## src/rtl/issue_scoreboard.sv

```systemverilog
// Registered decode/issue stage for a MIPS pipeline. It decodes the source
// registers, destination and result latency of each instruction. A countdown
// scoreboard holds back any instruction that reads a register whose
// multi-cycle result (load or mul/div) is not yet available.
module issue_scoreboard #(
    parameter int LOAD_LAT = 1,
    parameter int MUL_LAT  = 2,
    localparam int MAX_LAT = (LOAD_LAT > MUL_LAT) ? LOAD_LAT : MUL_LAT,
    localparam int CW      = (MAX_LAT < 1) ? 1 : $clog2(MAX_LAT + 1)
) (
    input  logic          clk,
    input  logic          rst_n,
    input  logic          in_valid,
    output logic          in_ready,
    input  logic [31:0]   in_ins,
    input  logic [31:0]   in_pc,
    input  logic          flush,
    output logic          out_valid,
    input  logic          out_ready,
    output logic [31:0]   out_ins,
    output logic [31:0]   out_pc,
    output logic [4:0]    out_dst,
    output logic          out_wr,
    output logic [CW-1:0] out_lat,
    output logic          stall
);

    localparam logic [CW-1:0] LAT_LOAD = CW'(LOAD_LAT);
    localparam logic [CW-1:0] LAT_MUL  = CW'(MUL_LAT);

    // Instruction fields
    logic [5:0] opcode;
    logic [5:0] funct;
    logic [4:0] rs;
    logic [4:0] rt;
    logic [4:0] rd;
    logic [4:0] hint;
    logic       mul_hint;

    assign opcode   = in_ins[31:26];
    assign rs       = in_ins[25:21];
    assign rt       = in_ins[20:16];
    assign rd       = in_ins[15:11];
    assign hint     = in_ins[10:6];
    assign funct    = in_ins[5:0];
    assign mul_hint = hint == 5'd2 || hint == 5'd3;

    // Raw decode results
    logic          use_rs;
    logic          use_rt;
    logic          dec_wr_raw;
    logic [4:0]    dec_dst_raw;
    logic [CW-1:0] dec_lat;

    // Final destination: a write to $0 is no write at all
    logic          dec_wr;
    logic [4:0]    dec_dst;

    // Handshake and hazard signals
    logic adv;
    logic hazard;
    logic accept;

    // Scoreboard counters; cnt_view[0] is a constant zero so that $0 never stalls
    logic [CW-1:0] cnt_reg  [1:31];
    logic [CW-1:0] cnt_view [0:31];

    // Decode source usage, destination and latency class from the instruction word
    always_comb begin
        use_rs      = 1'b0;
        use_rt      = 1'b0;
        dec_wr_raw  = 1'b0;
        dec_dst_raw = 5'd0;
        dec_lat     = '0;
        case (opcode)
            6'h00: begin
                use_rs      = 1'b1;
                use_rt      = 1'b1;
                dec_wr_raw  = 1'b1;
                dec_dst_raw = rd;
                case (funct)
                    6'h00, 6'h02, 6'h03: use_rs = 1'b0;          // shifts by immediate
                    6'h08: begin                                  // JR
                        use_rt     = 1'b0;
                        dec_wr_raw = 1'b0;
                    end
                    6'h09: use_rt = 1'b0;                         // JALR
                    6'h0C, 6'h0D: begin                           // SYSCALL / BREAK
                        use_rs     = 1'b0;
                        use_rt     = 1'b0;
                        dec_wr_raw = 1'b0;
                    end
                    6'h18, 6'h19, 6'h1A, 6'h1B: begin             // mul/div family
                        if (mul_hint) begin
                            dec_lat = LAT_MUL;
                        end
                    end
                    default: ;
                endcase
            end
            6'h01: begin                                          // REGIMM
                use_rs = 1'b1;
                if (rt == 5'b10001) begin
                    dec_wr_raw  = 1'b1;
                    dec_dst_raw = 5'd31;
                end
            end
            6'h02: ;                                              // J
            6'h03: begin                                          // JAL
                dec_wr_raw  = 1'b1;
                dec_dst_raw = 5'd31;
            end
            6'h04, 6'h05: begin                                   // BEQ / BNE
                use_rs = 1'b1;
                use_rt = 1'b1;
            end
            6'h06, 6'h07: use_rs = 1'b1;                          // BLEZ / BGTZ
            6'h08, 6'h09, 6'h0A, 6'h0B,
            6'h0C, 6'h0D, 6'h0E, 6'h0F: begin                     // ALU immediate / AUI
                use_rs      = 1'b1;
                dec_wr_raw  = 1'b1;
                dec_dst_raw = rt;
            end
            6'h20, 6'h21, 6'h23, 6'h24, 6'h25: begin              // loads
                use_rs      = 1'b1;
                dec_wr_raw  = 1'b1;
                dec_dst_raw = rt;
                dec_lat     = LAT_LOAD;
            end
            6'h28, 6'h29, 6'h2B: begin                            // stores
                use_rs = 1'b1;
                use_rt = 1'b1;
            end
            6'h10: begin                                          // COP0
                if (rs == 5'b00000) begin
                    dec_wr_raw  = 1'b1;
                    dec_dst_raw = rt;
                end else if (rs == 5'b00100) begin
                    use_rt = 1'b1;
                end
            end
            6'h1F: begin                                          // SPECIAL3
                use_rs      = 1'b1;
                use_rt      = 1'b1;
                dec_wr_raw  = 1'b1;
                dec_dst_raw = rt;
            end
            default: ;
        endcase
    end

    assign dec_wr  = dec_wr_raw && (dec_dst_raw != 5'd0);
    assign dec_dst = dec_wr ? dec_dst_raw : 5'd0;

    assign cnt_view[0] = '0;

    genvar gi;
    generate
        for (gi = 1; gi < 32; gi++) begin : g_cnt
            assign cnt_view[gi] = cnt_reg[gi];

            // Reload on a writing accept, otherwise count down while the pipe advances
            always_ff @(posedge clk or negedge rst_n) begin
                if (!rst_n) begin
                    cnt_reg[gi] <= '0;
                end else if (accept && dec_wr && dec_dst == 5'(gi)) begin
                    cnt_reg[gi] <= dec_lat;
                end else if (adv && cnt_reg[gi] != '0) begin
                    cnt_reg[gi] <= cnt_reg[gi] - 1'b1;
                end
            end
        end
    endgenerate

    assign adv      = !out_valid || out_ready;
    assign hazard   = (use_rs && rs != 5'd0 && cnt_view[rs] != '0) ||
                      (use_rt && rt != 5'd0 && cnt_view[rt] != '0);
    assign in_ready = adv && !hazard && !flush;
    assign accept   = in_valid && in_ready;
    assign stall    = in_valid && hazard;

    // Output register: load on accept, drop valid when consumed or flushed
    always_ff @(posedge clk or negedge rst_n) begin
        if (!rst_n) begin
            out_valid <= 1'b0;
            out_ins   <= 32'd0;
            out_pc    <= 32'd0;
            out_dst   <= 5'd0;
            out_wr    <= 1'b0;
            out_lat   <= '0;
        end else if (accept) begin
            out_valid <= 1'b1;
            out_ins   <= in_ins;
            out_pc    <= in_pc;
            out_dst   <= dec_dst;
            out_wr    <= dec_wr;
            out_lat   <= dec_lat;
        end else if (out_ready || flush) begin
            out_valid <= 1'b0;
        end
    end

endmodule
```

## config.mk

```make
export PLATFORM = sky130hd
export DESIGN_NAME = issue_scoreboard
export DESIGN_NICKNAME = d
export VERILOG_FILES = /design/src/rtl/issue_scoreboard.sv
export SDC_FILE = /design/constraint.sdc
export NUM_CORES = 1
export LEC_CHECK = 0
export CAP_MARGIN = 40
export CORE_ASPECT_RATIO = 0.8
export CORE_MARGIN = 4
export CORE_UTILIZATION = 50
export CTS_CLUSTER_DIAMETER = 200
export DETAILED_ROUTE_END_ITERATION = 12
export PLACE_DENSITY_LB_ADDON = 0.05
export SLEW_MARGIN = 20
export SYNTH_ARGS = -nofsm -noshare
export SYNTH_HDL_FRONTEND = slang
export SYNTH_SLANG_ARGS = --single-unit
```

## constraint.sdc

```tcl
create_clock -name clk -period 4.8 [get_ports clk]
set_input_delay 0.72 -clock clk [delete_from_list [all_inputs] [get_ports clk]]
set_output_delay 0.72 -clock clk [all_outputs]
set_load 0.01 [all_outputs]
```

Word level (Yosys, flattened, before mapping)
Cells that the tools add are included.

Register bits after elaboration: 135. Logic and storage cells: 387.

Multiplexer cells: 87. Equal/unequal tests: 69. Add/sub/neg operators: 31. Magnitude comparators: 2. Bitwise gates (word level): 2. Reductions and logical operators: 159.

Operators by type and width (count): 2-to-1 mux 2 bit (68); nonzero test 2 bit (65); == test 5 bit (second input constant) (17); == test 6 x 4 -> 1 bit (second input constant) (12); logical AND 1 bit (72); subtractor 2 x 1 -> 2 bit (second input constant) (31); == test 6 bit (second input constant) (8); == test 5 x 4 -> 1 bit (second input constant) (8); == test 6 x 5 -> 1 bit (second input constant) (6); == test 5 x 3 -> 1 bit (second input constant) (5); case mux 5 bit (5 select lines) (1); == test 6 x 3 -> 1 bit (second input constant) (4); OR reduction 22 bit (1); binary-select mux 2 bit (select 5 bit) (2); == test 5 x 2 -> 1 bit (second input constant) (4); == test 6 x 2 -> 1 bit (second input constant) (3); 2-to-1 mux 5 bit (3); nonzero test 5 bit (3); OR reduction 15 bit (1); OR reduction 14 bit (1); greater-or-equal comparator 6 bit (second input constant) (2); zero test 6 bit (2); inverter 5 -> 6 bit (2); OR reduction 5 bit (2); 13 further kinds (27).

Depth between registers and ports, before layout
Word-level depth: 14. Depth in mapped cells: 12. Mapped depth without buffers: 8.

Least setup slack after synthesis
OpenSTA, ideal clock, no wires.

Path type: input to output. From: in in_ins[29]. To: out in_ready. Required time: 4.080 ns. Data arrival time: 2.435 ns. Stages on the path: 8. Path buffers: 1. Setup slack: 1.645 ns. Cell sequence: or3_1 -> nor4_2 -> o31a_1 -> a211oi_1 -> or4b_4 -> nand3_2 -> buf_2 -> inv_1.

Word-level cells in the longest chain between the ends: 9. Elaborated cells between the ends (all ways): 36.

RTL lines: from (decl) (line 15) `input logic [31:0] in_ins,`; == test 6 x 1 -> 1 bit, or another cell as far along (line 75) `case (opcode)`; OR reduction 22 bit (no source line) or OR reduction 6 bit (tied branches); case mux 1 bit (2 select lines) or case mux 1 bit (3 select lines) (tied branches) (line 75); logical AND 1 bit, on equally long branches (2 in a row) (line 176, 177); logical OR 1 bit * (line 176) `assign hazard = (use_rs && rs != 5'd0 && cnt_view[rs] != '0) ||`; zero test 1 bit * (line 178) `assign in_ready = adv && !hazard && !flush;`; logical AND 1 bit * (2 in a row) (line 178); to (decl) (line 14) `output logic in_ready,`.

Every way passes the cells marked *; elsewhere a longest branch is shown, timed or not.

Final worst setup path
From: in in_ins[22]. To: out stall.

Word-level cells in the longest chain between the ends: 8. Elaborated cells between the ends (all ways): 17.

RTL lines: inverter 5 -> 6 bit (implied by the code) or == test 5 x 3 -> 1 bit (tied branches) (line 176, 138); binary-select mux 2 bit (select 5 bit) or 2-to-1 mux 1 bit (tied branches) (line 176, 138); 2-to-1 mux 2 bit (implied by the code) or 2-to-1 mux 1 bit (tied branches) (line 176, 135); 2-to-1 mux 2 bit (implied by the code) or case mux 1 bit (3 select lines) (tied branches) (line 176, 75); nonzero test 2 bit or logical AND 1 bit (tied branches) (line 176, 177); logical AND 1 bit, on equally long branches (line 176, 177); logical OR 1 bit * (line 176); logical AND 1 bit * (line 180) `assign stall = in_valid && hazard;`; to (decl) (line 25) `output logic stall`.

Every way passes the cells marked *; elsewhere a longest branch is shown, timed or not. The select of a mux whose other input is x is not followed.

==> metrics.txt <==
commonest cells after routing, fill and taps aside clkdlybuf4s50_1 (142), dfrtp_1 (135), inv_1 (69); P&R area growth vs syn 29.2%; Yosys top cell area share around 42%; Placer Congestion 0.900; syn avg cell area 10.2 um^2; final WL 23,300 um; number of global-route vias before repair 6,770; Avg WL per Cell approximately 20 um; buffers added on ports between 100 and 150; Yosys cell types 66; worst hold margin ~0.21 ns; # hold bufs at CTS 0; CTS tree done; Net Count, Synth around 900; Die H around 120 um; row cnt 40; post-route ant nets 0; CP Class in2out; Pleak between 4 and 5 nW; Clock Latency Late Sink around 0.42 ns; post-synthesis sequential area ratio 42.4%; CP startpoint kind input port; first-pass GRT wire length roughly 37,000 um; outcome finished, final reports clean; reg2reg start cnt_reg[20]; n_diodes 0; Slew Limit Fails 0; remaining global-route overflow 0; Ports ~140; cell accounting for the most synthesized area dfrtp_1; top post-synthesis cells by area dfrtp_1 (42%), mux2i_1 (7.8%), mux2_1 (5.2%), ha_1 (4.9%), mux2_2 (4.5%); commonest non-fill, non-tap cell in the layout clkdlybuf4s50_1; CTS sink cnt ~140; CP Data Arrival Time around 3.8 ns; Setup TNS 0 ns; H-tree Lvls 4; Worst Max-Slew Pin Slew roughly 0.66 ns; Yosys reg bits 135; Post-Syn Area slightly below 8000 um^2; final instance area 10,300 um^2; Post-synth EDFFs 0; placement-stage cell area slightly below 10,000 um^2; die width between 100 and 150 um; Post-Route Utilization 67.1%; number of remaining DRC errors 0; Critical Path End Type output pin; dpl ws about 0.32 ns; Avg Vias per Cell 5.69; post-CTS resize count 0; period utilization roughly 94%; min-delay worst type in2async; Clock Tree Buf Depth 2; initial antenna violation count 0; initial DRC count 461; cell count after synthesis around 800; Nets just over 1,000; placed insts roughly 1,100; Max Cap Violations 0; Initial Utilization between 50% and 60%; via count approximately 6,600; CTS buffer count 17; largest net degree at the start of global routing between 60 and 70; critical path required time 4.08 ns; highest net fanout along the worst path 12; layout cell share with drive strength beyond 1 between 10% and 20%; PD cells 553 nW/um^2; Non-Filler Instances 1,152; Total Routing Usage GR 26.7%; Period minus WS final about 4.5 ns; Max-Slew Margin vs Limit between 50 and 60%; maximum vdd drop approximately 0.34 mV; Hold Violations, Final 0; root buffer cell clkbuf_16; total chip power approximately 5.7 mW; final worst-path setup slack 0.287 ns; final setup fails 0; RSZ-0062 raised after global routing false; Async S/R FF share, synth 100%; post-CTS setup buffers 0; drt first pass iters 5; die area between 15,000 and 20,000 um^2; Placeable Area between 15,000 and 20,000 um^2; fmax 222 MHz; HPWL Detailed 17,600 um; crit path from in_ins[22]; Fin Clk Skew between 0.007 and 0.008 ns; Syn. warnings 0; ys flop type dfrtp_1; clock slew seen by the registers of the worst setup and hold paths 0.06 ns; Largest register FFs between 60 and 70
-- cells in the mapped netlist, types with 16 or more instances --
| master | instances |
|---|---|
| xnor2_1 | 31 |
| clkbuf_1 | 16 |
| mux2i_1 | 62 |
| o21ai_0 | 42 |
| mux2_1 | 37 |
| a21oi_1 | 18 |
| inv_1 | 69 |
| nand2_1 | 55 |
| dfrtp_1 | 135 |
| nor3_1 | 41 |
| mux2_2 | 32 |
| nor2_1 | 58 |
| ha_1 | 31 |
-- final timing paths --
| check | to | slack, ns | cells after the start |
|---|---|---|---|
| min reg2reg | out_lat[1] | 0.48 | 2 |
| min in group clk | out_lat[1] | 0.48 | 2 |
| max reg2reg | cnt_reg[58] | 1.69 | 9 |
| max in group asynchronous | cnt_reg[61] | 3.46 | 3 |
| min | out_pc[5] | 0.21 | 1 |
| max | stall | 0.29 | 8 |
-- power breakdown --
part	internal, mW	switching (mW)
combinational	1.20	1.14
clock	0.796	0.537
sequential	1.61	0.402
-- worst max-delay path, stage by stage --
cell and delay (ns):
clkdlybuf4s50_1 0.67, inv_2 0.22, mux4_2 0.52, nor2_1 0.12, o32a_1 0.17, or4b_4 0.50, a21boi_0 0.27, clkdlybuf4s50_1 0.59
-- layer usage --
layer	wire length, um	global-route usage (%)	up-vias
met2	11000	42.0	220
li1	-	-	3048
met1	10500	37.9	3262
met5	0	0	-
met3	1540	6.03	28
met4	312	6.12	0
-- cells by family (layout without fill, tap and decap cells) --
group	count (synthesis)	after routing	share of synthesized area (%)
AOI/OAI and AO/OA	109	109	8.76
and+or+nand+nor	233	233	15.7
xor gates and xnor gates	31	31	3.41
adders and majority gates	31	31	4.87
buffers and inverters	110	269	6.38
muxes	134	134	18.4
DFF	135	135	42.4
-- cell type report --
cell class / count / area (um^2)
flip-flops and latches: 135 / 3380
fillers: 1228 / 5030
repair buffers: 166 / 1680
multi-input cells: 538 / 4090
clock inverters: 13 / 161
clock buffers: 19 / 443
inverters: 71 / 267
well taps: 210 / 263
(Power assumes the default switching activity.)
==> edit 1: new RTL, same settings <==
The parameter `LOAD_LAT` goes from 1 to 2.
--- a/src/rtl/issue_scoreboard.sv
+++ b/src/rtl/issue_scoreboard.sv
@@ -3,7 +3,7 @@
 // scoreboard holds back any instruction that reads a register whose
 // multi-cycle result (load or mul/div) is not yet available.
 module issue_scoreboard #(
-    parameter int LOAD_LAT = 1,
+    parameter int LOAD_LAT = 2,
     parameter int MUL_LAT  = 2,
     localparam int MAX_LAT = (LOAD_LAT > MUL_LAT) ? LOAD_LAT : MUL_LAT,
     localparam int CW      = (MAX_LAT < 1) ? 1 : $clog2(MAX_LAT + 1)
Check against the original RTL: not equivalent (Yosys sat finds a counterexample within 4 cycles, from zero or initial values and one cycle with rst_n low).
==> edit 1 against the unedited design <==
- sequential share of layout area up 0.58 points
- cell area down 2.5%
- combinational power up 3%
- wire length down 8.6%
- highest routed layer unchanged
- total power up 1.1%
- clock power up 4%
- die area down 1.5%
- core utilization down 1.0 points
- worst setup slack better by 37 ps
- sequential cell count down 1
- critical path depth down 1
- fmax up 0.83%
- critical path type unchanged
- area after synthesis down 1.6%
==> edit 1: results (changes against the unedited design) <==
** Run status
- The run finished with clean final reports.

** Cells and area
- The register area is 0.00335 mm2 (-0.74%).
- The layout cell share with drive strength beyond 1 is 0.183 (+0.0566).
- The fraction of standard cell area that is sequential came to 0.334 (+0.00578).
- Net count reported at finish :: 1000 (-2.8%)
- Inverter count :: 70 (-1.4%)
- The clock buffer and inverter area fraction after layout is 0.0615 (+0.00273).
- The number of filler instances in the final layout came to 1195 (-2.7%).
- Fraction of area in multi-input gates :: 0.394 (-0.00345)
- Layout clock buffers :: 17 (-2)
- Multi-input comb cells :: 515 (-4.3%)
- The number of standard cells in the layout, taps in and fillers out was 1123 (-2.5%).
- Signal buffers :: 162 (-2.4%)
- Buffer share of cell area :: 0.158 (-0.00598)

** Worst setup path
- R2r worst-path depth :: 9 (unchanged)
- The worst path arrival time came to 3760 ps (-30 ps).
- Critical Path Fanout Max :: 12 (unchanged)
- The worst register-to-register path ends at cnt_reg[60].
- In this run the critical register-to-register path is launched from cnt_reg[56].
- Worst-case register-to-register setup slack :: 1430 ps (-260 ps)
- Beginning of the critical path :: in_ins[21]

** Synthesis
- Number of distinct library cells after synthesis :: 69 (+4.5%)
- The net count after synthesis came to 867 (-1.8%).
- The register area share after synthesis was 0.428 (+0.00372).
- The number of instances in the synthesized netlist is 767 (-2.0%).
- In the synthesized netlist, the cells that appear most often are dfrtp_1, mux2_2, inv_1.
- Mux share of post-synthesis cell area :: 0.166 (-0.0182)
- Fraction of the mapped netlist area in adder cells :: 0.0495 (+0.000794)
- Compound-gate portion of the synthesized area :: 0.112 (+0.0249)
- The parity-gate share of the synthesized area counting xor and xnor cells is 0.0367 (+0.00263).
- In the post-synthesis netlist, the biggest area contributors are dfrtp_1, mux2_2, ha_1.

** CTS
- Number of sinks handled by clock tree synthesis :: 134 (-0.74%)
- CTS clk-pin slew, worst paths :: 60 ps (about the same)

** Placed design
- The post-placement setup slack is 322 ps (+2.44 ps).
- Number of buffer cells added on primary ports :: 142 (-0.70%)
- HPWL after detailed placement :: 15000 um (-14%)
- The post-placement cell area is 0.00941 mm2 (-2.8%).
- Final Wtd Congestion :: 0.875 (-2.8%)

** Timing
- The post-route minimum period is 4480 ps (-37.3 ps).
- Largest clock skew in the final design :: 12.3 ps (+4.69 ps)
- Relative max-transition margin :: 0.545 (-0.0124)
- The worst-case hold slack is 279 ps (+66.7 ps).

** GRT
- Global-route wire length before repair :: 35100 um (-5.3%)
- The total global-route track usage was 0.251 (-0.0165).
- The number of global-route vias before repair came to 6577 (-2.9%).
- The largest net degree at the start of global routing is 72 (+7.5%).

** Power
- The static leakage came to 4.44 nW (+0.91%).
- The worst IR drop on VDD was 0.310 mV (-8.5%).

** Routing
- The number of nets with antenna violations after detailed routing is 0 (unchanged).
- Via count of the routed design :: 6391 (-2.5%)
- The detailed-route wire length is 21300 um (-8.6%).
- The count of routing violations after the opening detailed-route iteration came to 686 (+49%).

** Min path
- The path class of the tightest hold or removal check is primary input to async pin.
-- edit 1: worst max-delay path, cell delays in order --
cell and delay, ps:
clkdlybuf4s50_1 850, mux4_2 580, nor3b_1 340, a211oi_1 120, o41a_1 440, nor2b_1 150
clkdlybuf4s50_1 550
-- edit 1: layer usage --
| metal | share of wire | global-route usage | up-vias |
|---|---|---|---|
| met5 | 0 | 0 | - |
| met2 | 0.47 | 0.402 | 247 |
| li1 | - | - | 2953 |
| met1 | 0.43 | 0.337 | 3159 |
| met3 | 0.085 | 0.0713 | 32 |
| met4 | 0.014 | 0.0629 | 0 |
-- edit 1: timing repair --
action	4_1_cts	5_1_grt
resized for setup	0	2
setup endpoints to repair	0	2
hold buffers	0	0
-- edit 1: power breakdown --
group	switching (mW)	leakage, nW	internal, mW
sequential	0.358	1.58	1.61
clock	0.548	0.285	0.829
combinational	1.13	2.58	1.27
==> edit 2: new RTL, same settings <==
Without the edit above. Reset style: synchronous (`rst_n`), changed in 2 clocked blocks.
--- a/src/rtl/issue_scoreboard.sv
+++ b/src/rtl/issue_scoreboard.sv
@@ -160,7 +160,7 @@
             assign cnt_view[gi] = cnt_reg[gi];
 
             // Reload on a writing accept, otherwise count down while the pipe advances
-            always_ff @(posedge clk or negedge rst_n) begin
+            always_ff @(posedge clk) begin
                 if (!rst_n) begin
                     cnt_reg[gi] <= '0;
                 end else if (accept && dec_wr && dec_dst == 5'(gi)) begin
@@ -180,7 +180,7 @@
     assign stall    = in_valid && hazard;
 
     // Output register: load on accept, drop valid when consumed or flushed
-    always_ff @(posedge clk or negedge rst_n) begin
+    always_ff @(posedge clk) begin
         if (!rst_n) begin
             out_valid <= 1'b0;
             out_ins   <= 32'd0;
Behaviour: not the same (a bounded check fails within 4 cycles, from zero or initial values and one cycle with rst_n low; the reset may be asserted at any time).
==> edit 2 against the unedited design <==
- worst setup slack better by 36 ps
- register-to-register slack got worse by 260 ps
- cell area up 0.94%
- sequential cell count did not move
- area after synthesis up 3.2%
- total power is 19% lower
- wire length up 2.0%
- hold slack better by 310 ps
- largest cell class unchanged
- highest routed layer unchanged
==> edit 2: results (changes against the unedited design) <==
** Synthesis
- Main synth FF type :: dfxtp_1
- The number of distinct standard cells referenced by the synthesized netlist is 69 (+4.5%).
- Sorting the synthesized cells by area gives the leading types as edfxtp_1, dfxtp_1, mux2i_1.
- Mux share of post-synthesis cell area :: 0.169 (-0.0153)
- Fraction of the mapped netlist area in adder cells :: 0.0484 (-0.000296)
- Counting instances in the post-synthesis netlist gives the leading cell types as mux2i_1, nor2b_1, dfxtp_1.
- Compound-gate portion of the synthesized area :: 0.0870 (-0.000588)
- Synth Area in XOR/XNOR :: 0 (-0.0341)
- The register area share after synthesis was 0.405 (-0.0199).
- Synth Net Count :: 939 (+6.3%)
- The average cell area after synthesis came to 9.79 um2 (-3.7%).
- The share of synthesized registers carrying an async set or reset is 0 (-1.00).
- The number of synthesized flops with an enable pin came to 62 (+62).

** Placed design
- Instance area at placement :: 0.00981 mm2 (+1.3%)
- # placed instances :: 1156 (+3.2%)
- The final estimated routing congestion in global placement is 0.892 (-0.89%).
- HPWL after detailed placement :: 17100 um (-2.3%)
- Setup Slack @ Placement :: 195 ps (-124 ps)

** Cells and area
- Layout area overhead :: 26.4%
- Buffer share of cell area :: 0.154 (-0.0101)
- Footprint of the multi-input gates :: 0.00438 mm2 (+7.1%)
- The number of filler instances in the final layout came to 1329 (+8.2%).
- Multi-input comb cells :: 576 (+7.1%)
- Fraction of final layout cells sized beyond drive strength 1 :: 0.0772 (-0.0492)
- Inverter count :: 65 (-8.5%)
- The number of nets in the finished design was 1060 (+3.0%).
- Share of the final layout cell area in sequential cells :: 0.320 (-0.00835)

** Timing
- Largest clock skew in the final design :: 10.2 ps (+2.55 ps)
- The tightest slew margin relative to the limit is 0.487 (-0.0701).

** Worst setup path
- Critical Path Fanout Max :: 5 (-7)
- Crit-path max cell delay :: 550 ps (-120 ps)
- Delay-heaviest family, CP :: simple AND/OR/NAND/NOR gates
- Worst r2r src :: cnt_reg[0][34]

** Power
- Leakage dissipation :: 3.97 nW (-9.9%)
- The worst IR drop on VDD is 0.324 mV (-4.3%).

** Floorplanning
- Std cell rows :: 41 (+2.5%)

** Min path
- Worst Hold Class :: flop to flop

** Run status
- Status :: complete, no violations

** GRT
- All-Layer GR Usage :: 0.258 (-0.00914)
- Maximum number of pins on one net before global-route repair :: 56 (-16%)

** Routing
- Post-detailed-route wirelength per cell :: 20.0 um (-1.0%)
- The count of routing violations after the opening detailed-route iteration was 689 (+49%).
- The per-cell via count in the routed design came to 5.90 (+3.6%).
- The vias after detailed routing is 6998 (+6.7%).
==> edit 2: cell count changes after synthesis, sizes merged, moves of 40 or more <==
cell    change
dfrtp     -135
dfxtp      +73
nor2b      +73
mux2i      +72
mux2       -69
edfxtp     +62
or3        +41
nand2      -40
==> edit 2: path summary, 6_finish.rpt <==
kind | endpoint | slack, ps | depth (start not counted)
worst min register to register | out_ins[19] | 520 | 2
worst max-delay path | stall | 320 | 9
worst max register to register | out_pc[17] | 1430 | 9
worst min-delay path | out_ins[19] | 520 | 2
==> edit 2: power breakdown <==
group          leakage [nW]  switching, mW  total [mW]  internal, mW
logic                  2.41          0.840        1.53         0.689
registers              1.27          0.203        1.81          1.60
clock network         0.287          0.535        1.28         0.750
total                  3.97           1.58        4.62          3.04
==> edit 2: per-layer routing <==
layer	up-vias	share of wire	wire [um]	track usage
met1	3356	0.42	9890	0.340
met3	38	0.095	2260	0.0557
met5	-	0	0	0
li1	3281	-	-	-
met2	323	0.47	11200	0.421
met4	0	0.018	435	0.0889
